==> src/rtl/mp_add_sequencer.sv <==
// Multi-precision adder: adds two WIDTH*WORDS-bit operands one WIDTH-bit slice per cycle, LSB first.
// Optional subtract mode (iSub) is compiled in with `define MP_ADD_SEQUENCER_SUB_EN.
module mp_add_sequencer #(
  parameter int WIDTH = 32,
  parameter int WORDS = 4
) (
  input  logic                   iClk,
  input  logic                   iRst_n,
  input  logic                   iStart,
  output logic                   oReady,
  input  logic [WIDTH*WORDS-1:0] iA,
  input  logic [WIDTH*WORDS-1:0] iB,
  input  logic                   iC,
`ifdef MP_ADD_SEQUENCER_SUB_EN
  input  logic                   iSub,
`endif
  output logic [WIDTH*WORDS-1:0] oS,
  output logic                   oC,
  output logic                   oBusy,
  output logic                   oDone,
  output logic [1:0]             dbg_state
);

  localparam int TOT = WIDTH * WORDS;

  typedef enum logic [1:0] {
    IDLE = 2'd0,
    RUN  = 2'd1,
    DONE = 2'd2
  } state_t;

  state_t         state;
  logic [TOT-1:0] op_a;
  logic [TOT-1:0] op_b;
  logic [TOT-1:0] stage;
  logic [TOT-1:0] stage_next;
  logic           carry;
  logic [3:0]     idx;
  logic [WIDTH:0] slice_sum;
  logic           sub_in;

`ifdef MP_ADD_SEQUENCER_SUB_EN
  assign sub_in = iSub;
`else
  assign sub_in = 1'b0;
`endif

  // Handshake: a request is taken on any rising edge where oReady and iStart are both 1;
  // iStart at any other time is dropped, and oDone pulses for one cycle when oS/oC become valid.
  assign oReady    = (state == IDLE);
  assign oBusy     = (state != IDLE);
  assign dbg_state = state;

  always_comb begin
    slice_sum  = {1'b0, op_a[int'(idx)*WIDTH +: WIDTH]}
               + {1'b0, op_b[int'(idx)*WIDTH +: WIDTH]}
               + {{WIDTH{1'b0}}, carry};
    stage_next = stage;
    stage_next[int'(idx)*WIDTH +: WIDTH] = slice_sum[WIDTH-1:0];
  end

  always_ff @(posedge iClk) begin
    if (!iRst_n) begin
      state <= IDLE;
      idx   <= '0;
      carry <= 1'b0;
      stage <= '0;
      op_a  <= '0;
      op_b  <= '0;
      oS    <= '0;
      oC    <= 1'b0;
      oDone <= 1'b0;
    end else begin
      oDone <= 1'b0;
      case (state)
        IDLE: begin
          if (iStart) begin
            // Subtraction is a + ~b + 1, so the inverted operand and forced carry are latched here.
            op_a  <= iA;
            op_b  <= sub_in ? ~iB : iB;
            carry <= sub_in ? 1'b1 : iC;
            idx   <= '0;
            state <= RUN;
          end
        end
        RUN: begin
          stage <= stage_next;
          carry <= slice_sum[WIDTH];
          idx   <= idx + 4'd1;
          if (idx == 4'(WORDS - 1)) begin
            oS    <= stage_next;
            oC    <= slice_sum[WIDTH];
            oDone <= 1'b1;
            state <= DONE;
          end
        end
        DONE: begin
          state <= IDLE;
        end
        default: begin
          state <= IDLE;
        end
      endcase
    end
  end

endmodule

==> config.mk <==
export PLATFORM = sky130hd
export DESIGN_NAME = mp_add_sequencer
export DESIGN_NICKNAME = d
export VERILOG_FILES = /design/src/rtl/mp_add_sequencer.sv
export SDC_FILE = /design/constraint.sdc
export NUM_CORES = 1
export LEC_CHECK = 0
export CORE_UTILIZATION = 57
export DETAILED_ROUTE_END_ITERATION = 6
export PLACE_DENSITY = 0.85
export SYNTH_ARGS = -nofsm -noshare
export SYNTH_HDL_FRONTEND = slang
export SYNTH_SLANG_ARGS = --single-unit
==> constraint.sdc <==
create_clock -name iClk -period 7.1 [get_ports iClk]
set_clock_uncertainty 0.1 [all_clocks]
set_input_delay 0.71 -clock iClk [delete_from_list [all_inputs] [get_ports iClk]]
set_output_delay 0.71 -clock iClk [all_outputs]
set_load 0.01 [all_outputs]
# Word level (Yosys, flattened, before mapping)
# Index checks and enable logic that the tools add are counted.
[word_totals]
register_bits = 521
in_bits = 260
word_cells = 38
[op_classes]
n_addsub = 4
n_eq_ne = 4
shift = 4
n_mux = 9
reduce_logical = 8
[op_table]
columns = ["op", "count"]
rows = [
  ["$shiftx A128 B10 Y32", 2],
  ["$bwmux W128", 1],
  ["$shift A32 B33 Y128 const A", 1],
  ["$shiftx A32 B33 Y128", 1],
  ["$add A32 B32 Y33", 1],
  ["$add A33 B1 Y33", 1],
  ["$neg A9 Y33", 1],
  ["$reduce_and A2 Y1", 5],
  ["$pmux W4 S2", 1],
  ["$add A4 B1 Y4 const B", 1],
  ["$eq A4 B2 Y1 const B", 1],
  ["$mux W2", 2],
  ["$mux W4", 1],
  ["$ne A2 B2 Y1 const B", 2],
  ["$pmux W2 S2", 1],
  ["$reduce_bool A2 Y1", 2],
  ["$eq A2 B1 Y1 const B", 1],
  ["$logic_not A2 Y1", 1],
  ["$mux W1", 2],
  ["$pmux W1 S2", 1],
]

# Depth between registers and ports, before layout
[logic_depth]
word_depth = 5
ltp_mapped = 18
depth_no_buf = 16

# Worst setup path after synthesis
# OpenSTA, ideal clock, no wires.
[synth_path]
path_kind = "register to register"
from = "reg idx[0]"
to = "reg oS[126]"
setup_time_ps = 123
arrival_time_ps = 4193
path_slack_ps = 2684
stages_incl_launch_ff = 18
n_path_buf = 2
period_less_slack_ps = 4416
cell_sequence = "dfxtp_1 -> clkbuf_1 -> buf_2 -> mux4_2 -> and2_1 -> fa_1 -> inv_1 -> fa_1 -> nand2b_1 -> a21oi_1 -> o2111ai_2 -> nand4_2 -> a211o_1 -> a311oi_4 -> o21ai_2 -> xnor2_4 -> a221oi_1 -> nor2_1"
[synth_between]
elab_chain_cells = 5
elab_cells_between_ends = 10
cone_classes = "3 x add/sub; 1 x eq/ne; 4 x shift; 1 x mux; 1 x reduce/logical"
[synth_lines]
columns = ["item", "line_no", "text"]
rows = [
  ["from (decl)", "38", "logic [3:0] idx;"],
  ["from (signal assigned)", "89", "idx <= idx + 4'd1;"],
  ["$shiftx A128 B10 Y32 (on tied branches)", "55, 56", ""],
  ["$add A32 B32 Y33", "56", "+ {1'b0, op_b[int'(idx)*WIDTH +: WIDTH]}"],
  ["$add A33 B1 Y33", "57", "+ {{WIDTH{1'b0}}, carry};"],
  ["$shiftx A32 B33 Y128", "59", "stage_next[int'(idx)*WIDTH +: WIDTH] = slice_sum[WIDTH-1:0];"],
  ["$bwmux W128", "59", ""],
  ["to (signal assigned)", "91", "oS <= stage_next;"],
  ["to (decl)", "17", "output logic [WIDTH*WORDS-1:0] oS,"],
]
# Parallel ways exist; a longest one is shown, timed or not.
# A chain may end at the register's enable or synchronous reset.

# Worst setup path in the final report
[layout_path]
from = "reg idx[0]"
to = "reg stage[116]"
[layout_between]
elab_chain_cells = 5
elab_cells_between_ends = 8
cone_classes = "3 x add/sub; 4 x shift; 1 x mux"
[layout_lines]
columns = ["item", "line_no", "text"]
rows = [
  ["$shiftx A128 B10 Y32 (on tied branches)", "55, 56", ""],
  ["$add A32 B32 Y33", "56", ""],
  ["$add A33 B1 Y33", "57", ""],
  ["$shiftx A32 B33 Y128", "59", ""],
  ["$bwmux W128 *", "59", ""],
  ["to (signal assigned)", "87", "stage <= stage_next;"],
  ["to (decl)", "35", "logic [TOT-1:0] stage;"],
]
# Every way passes the cells marked *; elsewhere a longest branch is shown, timed or not.

==> results <==
- The flow ran to the end, but the final reports show violations.
- The checks that failed: design-rule violations.
- The worst setup path is launched from a flop.
- Of the post-synthesis cell area, the dominant cell type holds a little under half.
- The final total negative setup slack is 0 ns.
- Once detail routing completed, the nets flagged for antenna violations numbered 0.
- The power per cell area is around 230 mW/mm^2.
- The critical path class is flop to flop.
- The worst register-to-register path begins at idx[0]$_SDFFE_PN0P_.
- After synthesis, flip-flops and latches occupy 46.5% of the total area.
- The routability congestion estimate from global placement is roughly 0.90.
- The later pin in the worst-skew pair is clocked with a latency of a little under 0.6 ns.
- TritonCTS built the clock tree.
- Setup repair after global routing left no endpoint under its margin.
- The depth of the critical timing path with buffers and inverters included is 9.
- The highest fanout seen on the critical path is 46.
- After clock tree synthesis, the repair step resized 0 gates.
- The final setup violation count is 0.
- The maximum buffer depth of the clock tree is 3.
- The achievable frequency is between 0.15 and 0.2 GHz.
- The most frequent cell on the critical path is nor2_1.
- The endpoint of the worst-slack reg-to-reg timing path is stage[116]$_SDFFE_PN0P_.
- The core region is between 0.03 and 0.04 sq mm.
- Yosys printed 0 warnings.
- After filler insertion, the fill cell instance count of the layout stands at roughly 2900.
- The routed wirelength normalized by instance count is 19.8 microns.
- The die is between 200 and 250 microns tall.
- The first routing iteration left 2178 violations.
- The worst-case IR drop observed on VDD is 0.193 mV.
- The switching component of the power is approximately 0.0017 W.
- Summing all placed instances gives a cell area of ~0.026 sq mm.
- The slowest stage of the critical path is the nor3_1 cell.
- For this configuration, the core starts out at a cell density of ~58%.
- The number of H-tree branching levels is 2.
- The path depth of the worst reg2reg path is 9.
- The initial antenna violation count was 1.
- The root buffer selected by CTS is clkbuf_16.
- The proportion of power drawn by the clock network is between 30% and 40%.
- Synthesis handed over a netlist of approximately 2700 instances.
- The post-CTS setup buffer count is 0.
- Synthesis instantiated 60 different standard cells from the library.
- The tightest hold path in the finished design has a slack of around 0.35 ns.
- The iteration count of the initial detailed-routing pass is 7.
- The end point of the most critical hold path is stage[13]$_SDFFE_PN0P_.
- A synthesized cell averages about 8.2 sq um.
- The most common cell in the synthesized netlist is nand2_1.
- In this run, synthesis inferred 0 flip-flops with an integrated enable.
- The clock transition at the registers of the reported paths is ~0.060 ns.
- The internal power of the cells totals about 0.0048 W.
- The area growth from synthesis to layout is 24.9%.
- The final core area utilization is approximately 72%.
- For this run, the slowest stage of the critical path takes between 1 and 1.5 ns.
- Counting flops and latches in the post-synthesis netlist gives 521.
- The port buffer count is about 390.
- The clock period minus final worst setup slack is a little over 5 ns.
- The final instance area is 0.0280 sq mm.
- The hold path startpoint is stage[13]$_SDFFE_PN0P_.
- The total grt overflow is 0.
- The clock buffer count from CTS is 50.
- Yosys attributes the largest share of cell area to dfxtp_1 47%, nand2_1 12%, a21oi_1 9.3%, mux4_2 6.2%, clkbuf_1 3.3%.
- The transition time at the pin with the least slew margin is between 1 and 1.5 ns.
- The combinational cell fraction of total power is 13.5%.
- The static leakage is between 10 and 15 nW.
- The hold violation total from the final report is 0.
- The routed via count is 21100.
- The number of global-route vias before repair is 20100.
- Counting every sink on the clock net gives approximately 520.
- Counting instances, the worst hold path has a depth of 2.
- The worst-case register-to-register setup slack is between 2 and 2.5 ns.
- The final-report max-slew violation count is 0.
- The first global-routing pass estimated roughly 110000 microns of wire.
- The all-layer global routing usage is between 30% and 40%.
- The die span in x is about 200 microns.
- The number of remaining DRC errors is 6.
- The synthesized cell area is roughly 0.022 sq mm.
- Net switching is 26.2% of the power.
- The worst setup path is captured at a flop.
- The largest net degree at the start of global routing is between 200 and 300.
- The headroom to the max-slew limit is 5.82%.
- The number of rows in the core area is 72.
- Dividing the detail-routed via count by the number of cells gives just under 6.
- Summed over all layers, the routed wires come to 70000 microns.
- The data arrival time of the worst path is around 5.5 ns.
- Hold repair after CTS inserted 0 buffers.
- Sorting the synthesized cells by how often they occur yields 740 x nand2_1, 521 x dfxtp_1, 415 x a21oi_1.
- The tightest min-delay check is of the flop to flop type.
- The signal on the critical path passes through buf_12 -> inv_1 -> ha_1 -> xor2_1 -> nor3_1 -> nand2_2 -> nor2_1 -> a22oi_1 -> nor2_1.
- The register share of total power is between 40% and 50%.
- The critical path contains buffers and inverters numbering 2 combined.
- The die covers about 0.04 sq mm.
- The final clock period utilization by the worst path is a little over 70%.
- The most instantiated flip-flop cell in the synthesis netlist is dfxtp_1.
- In the synthesized netlist the async set-or-reset flop fraction comes to 0%.
- Synthesis produced a netlist with a net count of about 3000.
- The top-level I/O count is 394.
- The max-cap check violation count is 0.
- The post-route netlist has under 10% of its cells at a drive strength greater than 1.
- The net count of the finished layout is 3284.
- The synthesized design spends more area on one cell type than any other, namely dfxtp_1.
- The half-perimeter wire length of the detailed placement result is just under 50000 microns.
- In this design, the largest share of critical-path delay is due to simple AND/OR/NAND/NOR gates.
- The required time of the critical path is ~7.5 ns.
power groups by stage:
stage	combinational, W	clock [W]	sequential [W]
after global routing	0.000948	0.00270	0.00311
after floorplan	0.000523	0	0.00312
after global placement	0.000854	0	0.00315
final	0.000884	0.00257	0.00310
after detailed placement	0.000865	0	0.00316
after CTS	0.000872	0.00259	0.00310
how the worst max path moves through the flow:
stage / from / end / slack [ns]
floorplan: idx[0]$_SDFFE_PN0P_ / oS[126]$_SDFFE_PN0P_ / 2.68
finish: idx[0]$_SDFFE_PN0P_ / stage[116]$_SDFFE_PN0P_ / 2.02
global placement: idx[0]$_SDFFE_PN0P_ / oS[92]$_SDFFE_PN0P_ / 2.15
detailed placement: idx[0]$_SDFFE_PN0P_ / oS[26]$_SDFFE_PN0P_ / 2.13
global route: idx[0]$_SDFFE_PN0P_ / oS[23]$_SDFFE_PN0P_ / 1.70
CTS: idx[0]$_SDFFE_PN0P_ / oS[26]$_SDFFE_PN0P_ / 2.11
per-layer routing:
metal	track usage [%]	vias up	routed length, microns	share of wire, %
met2	55.4	1079	33200	47
met3	4.93	165	5330	7.6
li1	-	9871	-	-
met5	0	-	17	0.024
met4	14.6	2	2850	4.1
met1	44.5	9985	28600	41
registers in the layout, indices dropped and copies added, names as in the netlist:
register and flops:
oC 1, stage 128, op_b 128, oS 128
dbg_state 2, idx 4, oDone 1, carry 1
op_a 128
tightest hold or removal path, cell delays in order, from the launching register on:
cell and delay, ns:
dfxtp_1 0.31, nand2_1 0.05, a21oi_1 0.05
layout by cell type, fill, tap and decap left out, types with 11 or more instances in the layout:
cell type        netlist  layout
o211ai_1              21      21
clkbuf_1             197      15
nand2b_1              11      11
xor2_1                13      13
a311oi_1              17      17
nor2_1               182     180
dfxtp_1              521     519
nand2_1              740     737
a22oi_1               30      30
nand3_1               50      49
a211oi_1              19      19
a21oi_1              415     415
o21ai_0              127     127
clkbuf_16              0      51
a31oi_1               15      15
nor3_1                24      23
xnor2_1               20      20
a21o_1                20      20
and2_1                71      70
clkdlybuf4s50_1        0     392
a221oi_1              11      11
ha_1                  34      34
mux4_2                62      62
inv_1                 18      18
o211a_1               12      12
mux2i_1               17      17
layout make-up:
class	count	area, sq um	area share (%)
multi-input cells	1987	11100	39.8
well taps	518	648	2.32
flip-flops and latches	521	10400	37.3
clock inverters	11	91.3	0.326
repair buffers	408	4100	14.7
clock buffers	76	1470	5.25
inverters	20	82.6	0.295
diodes	1	2.50	0.00894
cells by family after synthesis:
| group | Yosys count | share of synthesized area (%) |
|---|---|---|
| flip-flops | 521 | 46.5 |
| buffers and inverters | 231 | 3.89 |
| multiplexers | 81 | 7.09 |
| XOR/XNOR | 35 | 1.49 |
| adder cells (fa/ha/maj) | 36 | 2.08 |
| AO/OA/AOI/OAI | 727 | 18.6 |
| AND/OR/NAND/NOR | 1108 | 20.3 |
per-stage QoR:
stage	instances	setup WS, ns	total power (W)
2_1_floorplan	2739	2.68	0.00365
3_3_place_gp	3454	2.15	0.00401
3_5_place_dp	3454	2.13	0.00402
4_1_cts	3541	2.11	0.00656
5_1_grt	3541	1.70	0.00675
6_report	3542	2.02	0.00655
Note: power is estimated with default switching activity, not from simulation.
